`src/rtl/e5_pipe_pkg.sv`:
```
// Shared types and sizes for the decode-side hazard scoreboard.
package e5_pipe_pkg;

  localparam int REG_IDX_W = 5;
  localparam int NUM_REGS  = 32;

  typedef enum logic [1:0] {
    S_CLEAR = 2'd0,
    S_RUN   = 2'd1,
    S_DRAIN = 2'd2
  } sb_state_t;

endpackage

```
`src/rtl/fp_scoreboard_ctrl_if.sv`:
```
// Decode/writeback/drain signal bundle for fp_scoreboard_ctrl, plus debug view of state and busy bits.
// Issue is a request/response pair: decode holds issue_valid, the instruction is accepted on a falling edge where issue_fire is 1.
interface fp_scoreboard_ctrl_if #(
  parameter int CNT_W = 4
);
  import e5_pipe_pkg::*;

  logic                 issue_valid;
  logic                 issue_long;
  logic [REG_IDX_W-1:0] issue_rd;
  logic                 issue_rd_fp;
  logic                 issue_we;
  logic [REG_IDX_W-1:0] rs1;
  logic [REG_IDX_W-1:0] rs2;
  logic [REG_IDX_W-1:0] rs3;
  logic                 rs1_fp;
  logic                 rs2_fp;
  logic                 rs3_fp;
  logic [2:0]           rs_used;
  logic                 done_valid;
  logic [REG_IDX_W-1:0] done_rd;
  logic                 done_fp;
  logic                 drain_req;
  logic                 stall_D;
  logic                 issue_fire;
  logic                 drain_done;
  logic                 sb_empty;
  logic [CNT_W-1:0]     out_cnt;
  sb_state_t            state;
  logic [NUM_REGS-1:0]  busy_x;
  logic [NUM_REGS-1:0]  busy_f;

  modport master (
    output issue_valid, issue_long, issue_rd, issue_rd_fp, issue_we,
           rs1, rs2, rs3, rs1_fp, rs2_fp, rs3_fp, rs_used,
           done_valid, done_rd, done_fp, drain_req,
    input  stall_D, issue_fire, drain_done, sb_empty, out_cnt,
           state, busy_x, busy_f
  );

  modport slave (
    input  issue_valid, issue_long, issue_rd, issue_rd_fp, issue_we,
           rs1, rs2, rs3, rs1_fp, rs2_fp, rs3_fp, rs_used,
           done_valid, done_rd, done_fp, drain_req,
    output stall_D, issue_fire, drain_done, sb_empty, out_cnt,
           state, busy_x, busy_f
  );

endinterface

```
`src/rtl/sb_regfile_bits.sv`:
```
// Busy-bit vector for one register file: set on long issue, clear on completion, 3 source + rd lookups.
// SB_BYPASS_EN: a same-cycle completion is masked out of the lookups.
module sb_regfile_bits
  import e5_pipe_pkg::*;
#(
  parameter bit HARD_ZERO = 1'b0
) (
  input  logic                           clk,
  input  logic                           reset,
  input  logic                           set_en,
  input  logic [REG_IDX_W-1:0]           set_idx,
  input  logic                           clr_en,
  input  logic [REG_IDX_W-1:0]           clr_idx,
  input  logic [2:0][REG_IDX_W-1:0]      rs_idx,
  input  logic [REG_IDX_W-1:0]           rd_idx,
  output logic [2:0]                     rs_hit,
  output logic                           rd_hit,
  output logic [NUM_REGS-1:0]            bits
);

  logic [NUM_REGS-1:0] bits_q;
  logic [NUM_REGS-1:0] set_vec;
  logic [NUM_REGS-1:0] clr_vec;
  logic [NUM_REGS-1:0] look_vec;

  always_comb begin
    set_vec = '0;
    clr_vec = '0;
    if (set_en) set_vec[set_idx] = 1'b1;
    if (clr_en) clr_vec[clr_idx] = 1'b1;
    // x0 is hardwired, so it can never become a hazard
    if (HARD_ZERO) set_vec[0] = 1'b0;
  end

  always_comb begin
`ifdef SB_BYPASS_EN
    look_vec = bits_q & ~clr_vec;
`else
    look_vec = bits_q;
`endif
    for (int i = 0; i < 3; i++) rs_hit[i] = look_vec[rs_idx[i]];
    rd_hit = look_vec[rd_idx];
  end

  // Set wins over clear so a bypassed re-issue to the completing register stays tracked
  always_ff @(negedge clk or negedge reset) begin
    if (!reset) bits_q <= '0;
    else        bits_q <= (bits_q & ~clr_vec) | set_vec;
  end

  assign bits = bits_q;

`ifndef SB_BYPASS_EN
  set_clr_collision: assert property (@(negedge clk) disable iff (!reset)
    !(|(set_vec & clr_vec)));
`endif

endmodule

```
`src/rtl/fp_scoreboard_ctrl.sv`:
```
// Decode hazard scoreboard: RAW/WAW/capacity stall for out-of-band long ops, post-reset clear cycle and drain sequencing.
// SB_BYPASS_EN: same-cycle completions release hazards and capacity combinationally.
module fp_scoreboard_ctrl
  import e5_pipe_pkg::*;
#(
  parameter int MAX_OUT = 4,
  parameter int CNT_W   = 4
) (
  input  logic                clk,
  input  logic                reset,
  fp_scoreboard_ctrl_if.slave sb
);

  localparam logic [CNT_W-1:0] MAX_CNT = CNT_W'(MAX_OUT);

  sb_state_t                  state_q;
  logic                       drain_done_q;
  logic [CNT_W-1:0]           cnt_q;
  logic [2:0][REG_IDX_W-1:0]  rs_idx;
  logic [2:0]                 rs_fp;
  logic [2:0]                 x_hit;
  logic [2:0]                 f_hit;
  logic [2:0]                 src_hit;
  logic                       x_rd_hit;
  logic                       f_rd_hit;
  logic                       raw;
  logic                       waw;
  logic                       cap_full;
  logic                       cap;
  logic                       stall;
  logic                       fire;
  logic                       set_x;
  logic                       set_f;
  logic                       clr_x;
  logic                       clr_f;
  logic                       inc;
  logic                       dec;

  assign rs_idx = {sb.rs3, sb.rs2, sb.rs1};
  assign rs_fp  = {sb.rs3_fp, sb.rs2_fp, sb.rs1_fp};

  assign set_x = fire & sb.issue_long & sb.issue_we & ~sb.issue_rd_fp;
  assign set_f = fire & sb.issue_long & sb.issue_we &  sb.issue_rd_fp;
  assign clr_x = sb.done_valid & ~sb.done_fp;
  assign clr_f = sb.done_valid &  sb.done_fp;

  sb_regfile_bits #(.HARD_ZERO(1'b1)) u_bits_x (
    .clk     (clk),
    .reset   (reset),
    .set_en  (set_x),
    .set_idx (sb.issue_rd),
    .clr_en  (clr_x),
    .clr_idx (sb.done_rd),
    .rs_idx  (rs_idx),
    .rd_idx  (sb.issue_rd),
    .rs_hit  (x_hit),
    .rd_hit  (x_rd_hit),
    .bits    (sb.busy_x)
  );

  sb_regfile_bits #(.HARD_ZERO(1'b0)) u_bits_f (
    .clk     (clk),
    .reset   (reset),
    .set_en  (set_f),
    .set_idx (sb.issue_rd),
    .clr_en  (clr_f),
    .clr_idx (sb.done_rd),
    .rs_idx  (rs_idx),
    .rd_idx  (sb.issue_rd),
    .rs_hit  (f_hit),
    .rd_hit  (f_rd_hit),
    .bits    (sb.busy_f)
  );

  always_comb begin
    src_hit  = (rs_fp & f_hit) | (~rs_fp & x_hit);
    raw      = |(src_hit & sb.rs_used);
    waw      = sb.issue_we & (sb.issue_rd_fp ? f_rd_hit : x_rd_hit);
    cap_full = (cnt_q == MAX_CNT);
`ifdef SB_BYPASS_EN
    if (sb.done_valid) cap_full = 1'b0;
`endif
    cap = sb.issue_long & cap_full;
    unique case (state_q)
      S_RUN:   stall = sb.issue_valid & (raw | waw | cap);
      default: stall = 1'b1;
    endcase
    fire = sb.issue_valid & ~stall;
  end

  // A completion with nothing outstanding is dropped; the counter never wraps below zero
  assign inc = fire & sb.issue_long;
  assign dec = sb.done_valid & (cnt_q != '0);

  always_ff @(negedge clk or negedge reset) begin
    if (!reset) cnt_q <= '0;
    else        cnt_q <= cnt_q + CNT_W'(inc) - CNT_W'(dec);
  end

  always_ff @(negedge clk or negedge reset) begin
    if (!reset) begin
      state_q      <= S_CLEAR;
      drain_done_q <= 1'b0;
    end else begin
      drain_done_q <= 1'b0;
      unique case (state_q)
        S_CLEAR: state_q <= S_RUN;
        S_RUN:   if (sb.drain_req) state_q <= S_DRAIN;
        S_DRAIN: begin
          if (cnt_q == '0) begin
            state_q      <= S_RUN;
            drain_done_q <= 1'b1;
          end
        end
        default: state_q <= S_CLEAR;
      endcase
    end
  end

  assign sb.stall_D    = stall;
  assign sb.issue_fire = fire;
  assign sb.drain_done = drain_done_q;
  assign sb.sb_empty   = (cnt_q == '0);
  assign sb.out_cnt    = cnt_q;
  assign sb.state      = state_q;

  done_underflow: assert property (@(negedge clk) disable iff (!reset)
    !(sb.done_valid && cnt_q == '0));

endmodule
```
`src/flat_wrapper.sv`:
```
// flat-port wrapper written by rule: the top's interface ports become plain ports
module fp_scoreboard_ctrl_flat import e5_pipe_pkg::*;
#(
  parameter int MAX_OUT = 4,
  parameter int CNT_W   = 4
)
  (clk, reset, sb_issue_valid, sb_issue_long, sb_issue_rd, sb_issue_rd_fp, sb_issue_we, sb_rs1, sb_rs2, sb_rs3, sb_rs1_fp, sb_rs2_fp, sb_rs3_fp, sb_rs_used, sb_done_valid, sb_done_rd, sb_done_fp, sb_drain_req, sb_stall_D, sb_issue_fire, sb_drain_done, sb_sb_empty, sb_out_cnt, sb_state, sb_busy_x, sb_busy_f);
  fp_scoreboard_ctrl_if #(.CNT_W(CNT_W)) sb_i ();
  input  logic clk;
  input  logic reset;
  input wire logic [$bits(sb_i.issue_valid)-1:0] sb_issue_valid;
  input wire logic [$bits(sb_i.issue_long)-1:0] sb_issue_long;
  input wire logic [$bits(sb_i.issue_rd)-1:0] sb_issue_rd;
  input wire logic [$bits(sb_i.issue_rd_fp)-1:0] sb_issue_rd_fp;
  input wire logic [$bits(sb_i.issue_we)-1:0] sb_issue_we;
  input wire logic [$bits(sb_i.rs1)-1:0] sb_rs1;
  input wire logic [$bits(sb_i.rs2)-1:0] sb_rs2;
  input wire logic [$bits(sb_i.rs3)-1:0] sb_rs3;
  input wire logic [$bits(sb_i.rs1_fp)-1:0] sb_rs1_fp;
  input wire logic [$bits(sb_i.rs2_fp)-1:0] sb_rs2_fp;
  input wire logic [$bits(sb_i.rs3_fp)-1:0] sb_rs3_fp;
  input wire logic [$bits(sb_i.rs_used)-1:0] sb_rs_used;
  input wire logic [$bits(sb_i.done_valid)-1:0] sb_done_valid;
  input wire logic [$bits(sb_i.done_rd)-1:0] sb_done_rd;
  input wire logic [$bits(sb_i.done_fp)-1:0] sb_done_fp;
  input wire logic [$bits(sb_i.drain_req)-1:0] sb_drain_req;
  output wire logic [$bits(sb_i.stall_D)-1:0] sb_stall_D;
  output wire logic [$bits(sb_i.issue_fire)-1:0] sb_issue_fire;
  output wire logic [$bits(sb_i.drain_done)-1:0] sb_drain_done;
  output wire logic [$bits(sb_i.sb_empty)-1:0] sb_sb_empty;
  output wire logic [$bits(sb_i.out_cnt)-1:0] sb_out_cnt;
  output wire logic [$bits(sb_i.state)-1:0] sb_state;
  output wire logic [$bits(sb_i.busy_x)-1:0] sb_busy_x;
  output wire logic [$bits(sb_i.busy_f)-1:0] sb_busy_f;
  assign sb_i.issue_valid = sb_issue_valid;
  assign sb_i.issue_long = sb_issue_long;
  assign sb_i.issue_rd = sb_issue_rd;
  assign sb_i.issue_rd_fp = sb_issue_rd_fp;
  assign sb_i.issue_we = sb_issue_we;
  assign sb_i.rs1 = sb_rs1;
  assign sb_i.rs2 = sb_rs2;
  assign sb_i.rs3 = sb_rs3;
  assign sb_i.rs1_fp = sb_rs1_fp;
  assign sb_i.rs2_fp = sb_rs2_fp;
  assign sb_i.rs3_fp = sb_rs3_fp;
  assign sb_i.rs_used = sb_rs_used;
  assign sb_i.done_valid = sb_done_valid;
  assign sb_i.done_rd = sb_done_rd;
  assign sb_i.done_fp = sb_done_fp;
  assign sb_i.drain_req = sb_drain_req;
  assign sb_stall_D = sb_i.stall_D;
  assign sb_issue_fire = sb_i.issue_fire;
  assign sb_drain_done = sb_i.drain_done;
  assign sb_sb_empty = sb_i.sb_empty;
  assign sb_out_cnt = sb_i.out_cnt;
  assign sb_state = sb_i.state;
  assign sb_busy_x = sb_i.busy_x;
  assign sb_busy_f = sb_i.busy_f;
  fp_scoreboard_ctrl #(.MAX_OUT(MAX_OUT), .CNT_W(CNT_W)) u_core (.clk(clk), .reset(reset), .sb(sb_i));
endmodule
```
`config.mk`:
```
export PLATFORM = sky130hd
export DESIGN_NAME = fp_scoreboard_ctrl_flat
export DESIGN_NICKNAME = d
export VERILOG_FILES = /design/src/rtl/e5_pipe_pkg.sv /design/src/rtl/fp_scoreboard_ctrl_if.sv /design/src/rtl/sb_regfile_bits.sv /design/src/rtl/fp_scoreboard_ctrl.sv /design/src/flat_wrapper.sv
export SDC_FILE = /design/constraint.sdc
export NUM_CORES = 1
export LEC_CHECK = 0
export CAP_MARGIN = 20
export CORE_MARGIN = 2
export CORE_UTILIZATION = 40
export DETAILED_ROUTE_END_ITERATION = 10
export GPL_TIMING_DRIVEN = 0
export PLACE_DENSITY = 0.78
export SLEW_MARGIN = 20
export SYNTH_ARGS = -nofsm -noshare
export SYNTH_HDL_FRONTEND = slang
export SYNTH_SLANG_ARGS = --single-unit
```
`constraint.sdc`:
```
create_clock -name clk -period 2.95 [get_ports clk]
set_input_delay 0.295 -clock clk [delete_from_list [all_inputs] [get_ports clk]]
set_output_delay 0.295 -clock clk [all_outputs]
set_load 0.05 [all_outputs]
```
==> metrics.txt <==
status finished, violations left; failing checks setup timing; Worst R2R Setup Slack -560 ps; Max Root-Sink Buffers 2; die width 122.1 microns; Initial Util 40.53%; WS Path Type reg -> out; Adder-Cell Fraction of Synth Area 1.703%; largest family of logic cells by synthesized area multiplexers; drc violations 0; Top FF cell, synth dfrtn_1; initial antenna violation count 0; CTS buffer count 9; crit path DAT 4640 ps; CP Launch Type flip-flop; first-pass GRT wire length 36050 microns; Required @ worst endpoint 2650 ps; post-detail-place hpwl 15970 microns; Placement Cell Area 0.006932 sq mm; PD cells 470.5 mW/mm^2; actual slew at the worst max-slew pin 749.0 ps; Clock Root Buffer clkbuf_16; die area 0.01492 sq mm; Worst VDD drop 0.7239 mV; htree depth 3; share of cells above drive strength 1 39.68%; Final setup viols 87; Clock Skew 8.233 ps; GRT Residual Overflow 0; netlist area before placement 0.005583 sq mm; Unique masters post-synth 51; WHS 467.2 ps; post-route cell area 0.008152 sq mm; Core ar. 0.01377 sq mm; vias in the first global route 6041; number of synthesized flops with an enable pin 0; GR Util All Layers 32.46%; Area contributors post-synth dfrtn_1 (32%), mux4_2 (20%), o21ai_0 (10%); relative slew slack 49.96%; Std-Cell Rows 43; Post-Syn Instances 568; Hold/Removal Path Class reg -> reg; nets 788; max-cap check violation count 0; Static Leakage 3.501 nW; gpl congestion 0.9509; syn_nets 615; CTS tree done; Die Span Y 122.1 microns; ant diodes 0; complex-gate fraction of the synthesized area 17.93%; number of hold violations in the final report 0; Skew-Pair Late Insertion Delay 350 ps; Synth Area in Simple Gates 15.04%; Crit Path Max Fanout 6; register area 0.001777 sq mm; number of synthesized register bits 71; Multi-input gate area 0.003915 sq mm; vias 6258; register area share after synthesis 31.82%; pin count of the biggest net entering global routing 51; multiplexer share of the synthesized area 29.25%; Post-Place Cells 851; synth warn 0; XOR/XNOR Fraction of Synth Area 0.3138%; Setup crit end kind output pin; final WL 24220 microns; DR pass1 iterations 6; Final WS setup -1989 ps; asr flop ratio synth 100.0%; Avg Inst Size Synth 9.829 sq um; area growth from synthesis to layout 46.01%; Slew Limit Fails 0; DR iter-0 viols 873; Yosys top cell by area dfrtn_1; routed len/inst 26.15 microns; Top Ports 114; Clock Sinks 71; Fillers 1147; Final ANT Viol Nets 0; RSZ-0062 raised after global routing yes; Via density 6.758; post-route insts no fill 926; post-synth top area share 31.82%; Clk pin slew, worst setup/hold paths 40 ps; port buffer count 102
[critical path: stages (launching register included)]
cell and delay [ps]:
dfrtn_1 470, mux4_2 500, mux4_2 490, o2111a_1 290, a311oi_4 370, nand3_4 170, clkbuf_16 190, a21bo_4 200
buf_8 140
[through the flow]
stage,worst slack (ps),power (mW),TNS [ps],utilization [%]
global route,-2009,3.973,-74340,59.18
CTS,-1960,3.695,-72210,56.25
detailed placement,-2714,2.454,-147220,50.33
global placement,-2631,2.414,-290970,50.15
floorplan,-1680,1.999,-63640,-
finish,-1989,3.835,-71450,59.18
[path summary, 6_finish.rpt]
kind	depth (start not counted)	to	from
worst min register to register	1	u_core.sb.state[1]	u_core.sb.state[0]
max in group asynchronous	2	u_core.u_bits_x.bits[12]	reset
worst max register to register	11	u_core.sb.out_cnt[1]	u_core.u_bits_f.bits[8]
min in group asynchronous	1	u_core.u_bits_f.bits[11]	reset
worst max-delay path	8	sb_stall_D	u_core.u_bits_f.bits[8]
worst min-delay path	1	u_core.sb.state[1]	u_core.sb.state[0]
[area by class of cell]
type,count,share of cell area [%]
clock buffer,9,2.763
clock inverter,7,0.6907
timing repair buffer,163,18.68
multi-input combinational,444,48.03
sequential,71,21.80
tap,180,2.763
buffer,40,4.697
inverter,12,0.5833
[synth_stat cells, types with 2 or more instances]
cell type / n
mux2i_1: 45
nor3b_1: 3
nand3b_1: 14
nor3_1: 7
a211oi_1: 5
or3_1: 3
buf_2: 14
o211ai_1: 5
and3_1: 3
nand4_1: 6
nand3_1: 14
buf_1: 4
ha_1: 6
a31oi_1: 3
nor2b_1: 11
a311oi_1: 2
o41ai_1: 4
o2111ai_1: 3
o31ai_1: 11
o21ai_0: 112
dfrtn_1: 71
nor2_1: 25
clkbuf_1: 22
nand2_1: 67
o41ai_2: 3
inv_1: 12
a22oi_1: 4
and2_1: 3
mux2_2: 5
nand2b_1: 8
mux4_2: 50
a21oi_1: 4
[logic make-up after synthesis]
family	count (synthesis)
muxes	100
buffers and inverters	53
and+or+nand+nor	170
AOI/OAI and AO/OA	165
adders and majority gates	7
xor gates and xnor gates	2
DFF	71
[sequential cells by signal, indices dropped and copies added, names as in the netlist]
register and count:
u_core.sb.drain_done 1, u_core.sb.out_cnt 4, u_core.sb.state 2, u_core.u_bits_f.bits 32
u_core.u_bits_x.bits 32
[report_power, final]
group	switching [mW]	total [mW]	internal [mW]
clock network	0.457	1.03	0.577
logic	0.958	1.61	0.655
registers	0.121	1.19	1.07
[timing repair]
item                                    CTS  global route
hold endpoints to repair                  0             0
gates cloned                              1             0
pin swaps                                11             5
hold buffers                              0             0
resized for setup                       572            85
endpoints found under the setup margin  142           107
setup buffers                            37            26
[placed cells by master (no fill, tap or decap), drive strengths merged, types with 4 or more instances in the layout]
| cell | count |
|---|---|
| buf | 147 |
| o21ai | 112 |
| dfrtn | 71 |
| nand2 | 67 |
| mux4 | 50 |
| mux2i | 45 |
| clkbuf | 36 |
| nor2 | 25 |
| clkdlybuf4s50 | 23 |
| nand3 | 15 |
| nand3b | 14 |
| inv | 14 |
| nor2b | 11 |
| o31ai | 11 |
| nand2b | 8 |
| nor3 | 7 |
| o41ai | 7 |
| nand4 | 6 |
| ha | 6 |
| mux2 | 5 |
| o211ai | 5 |
| a211oi | 5 |
| a22oi | 4 |
| dlygate4sd2 | 4 |
| a21oi | 4 |
| and2 | 4 |
| clkinv | 4 |
[metal layers]
metal  wire length [microns]  GRT usage [%]  part of all wire (%)
met1                    8751          43.00                    36
met2                   11190          50.07                    46
met3                    2880          7.444                    12
met4                    1393          16.24                   5.8
met5                       0              0                     0
Power figures use the tool's default switching activity.
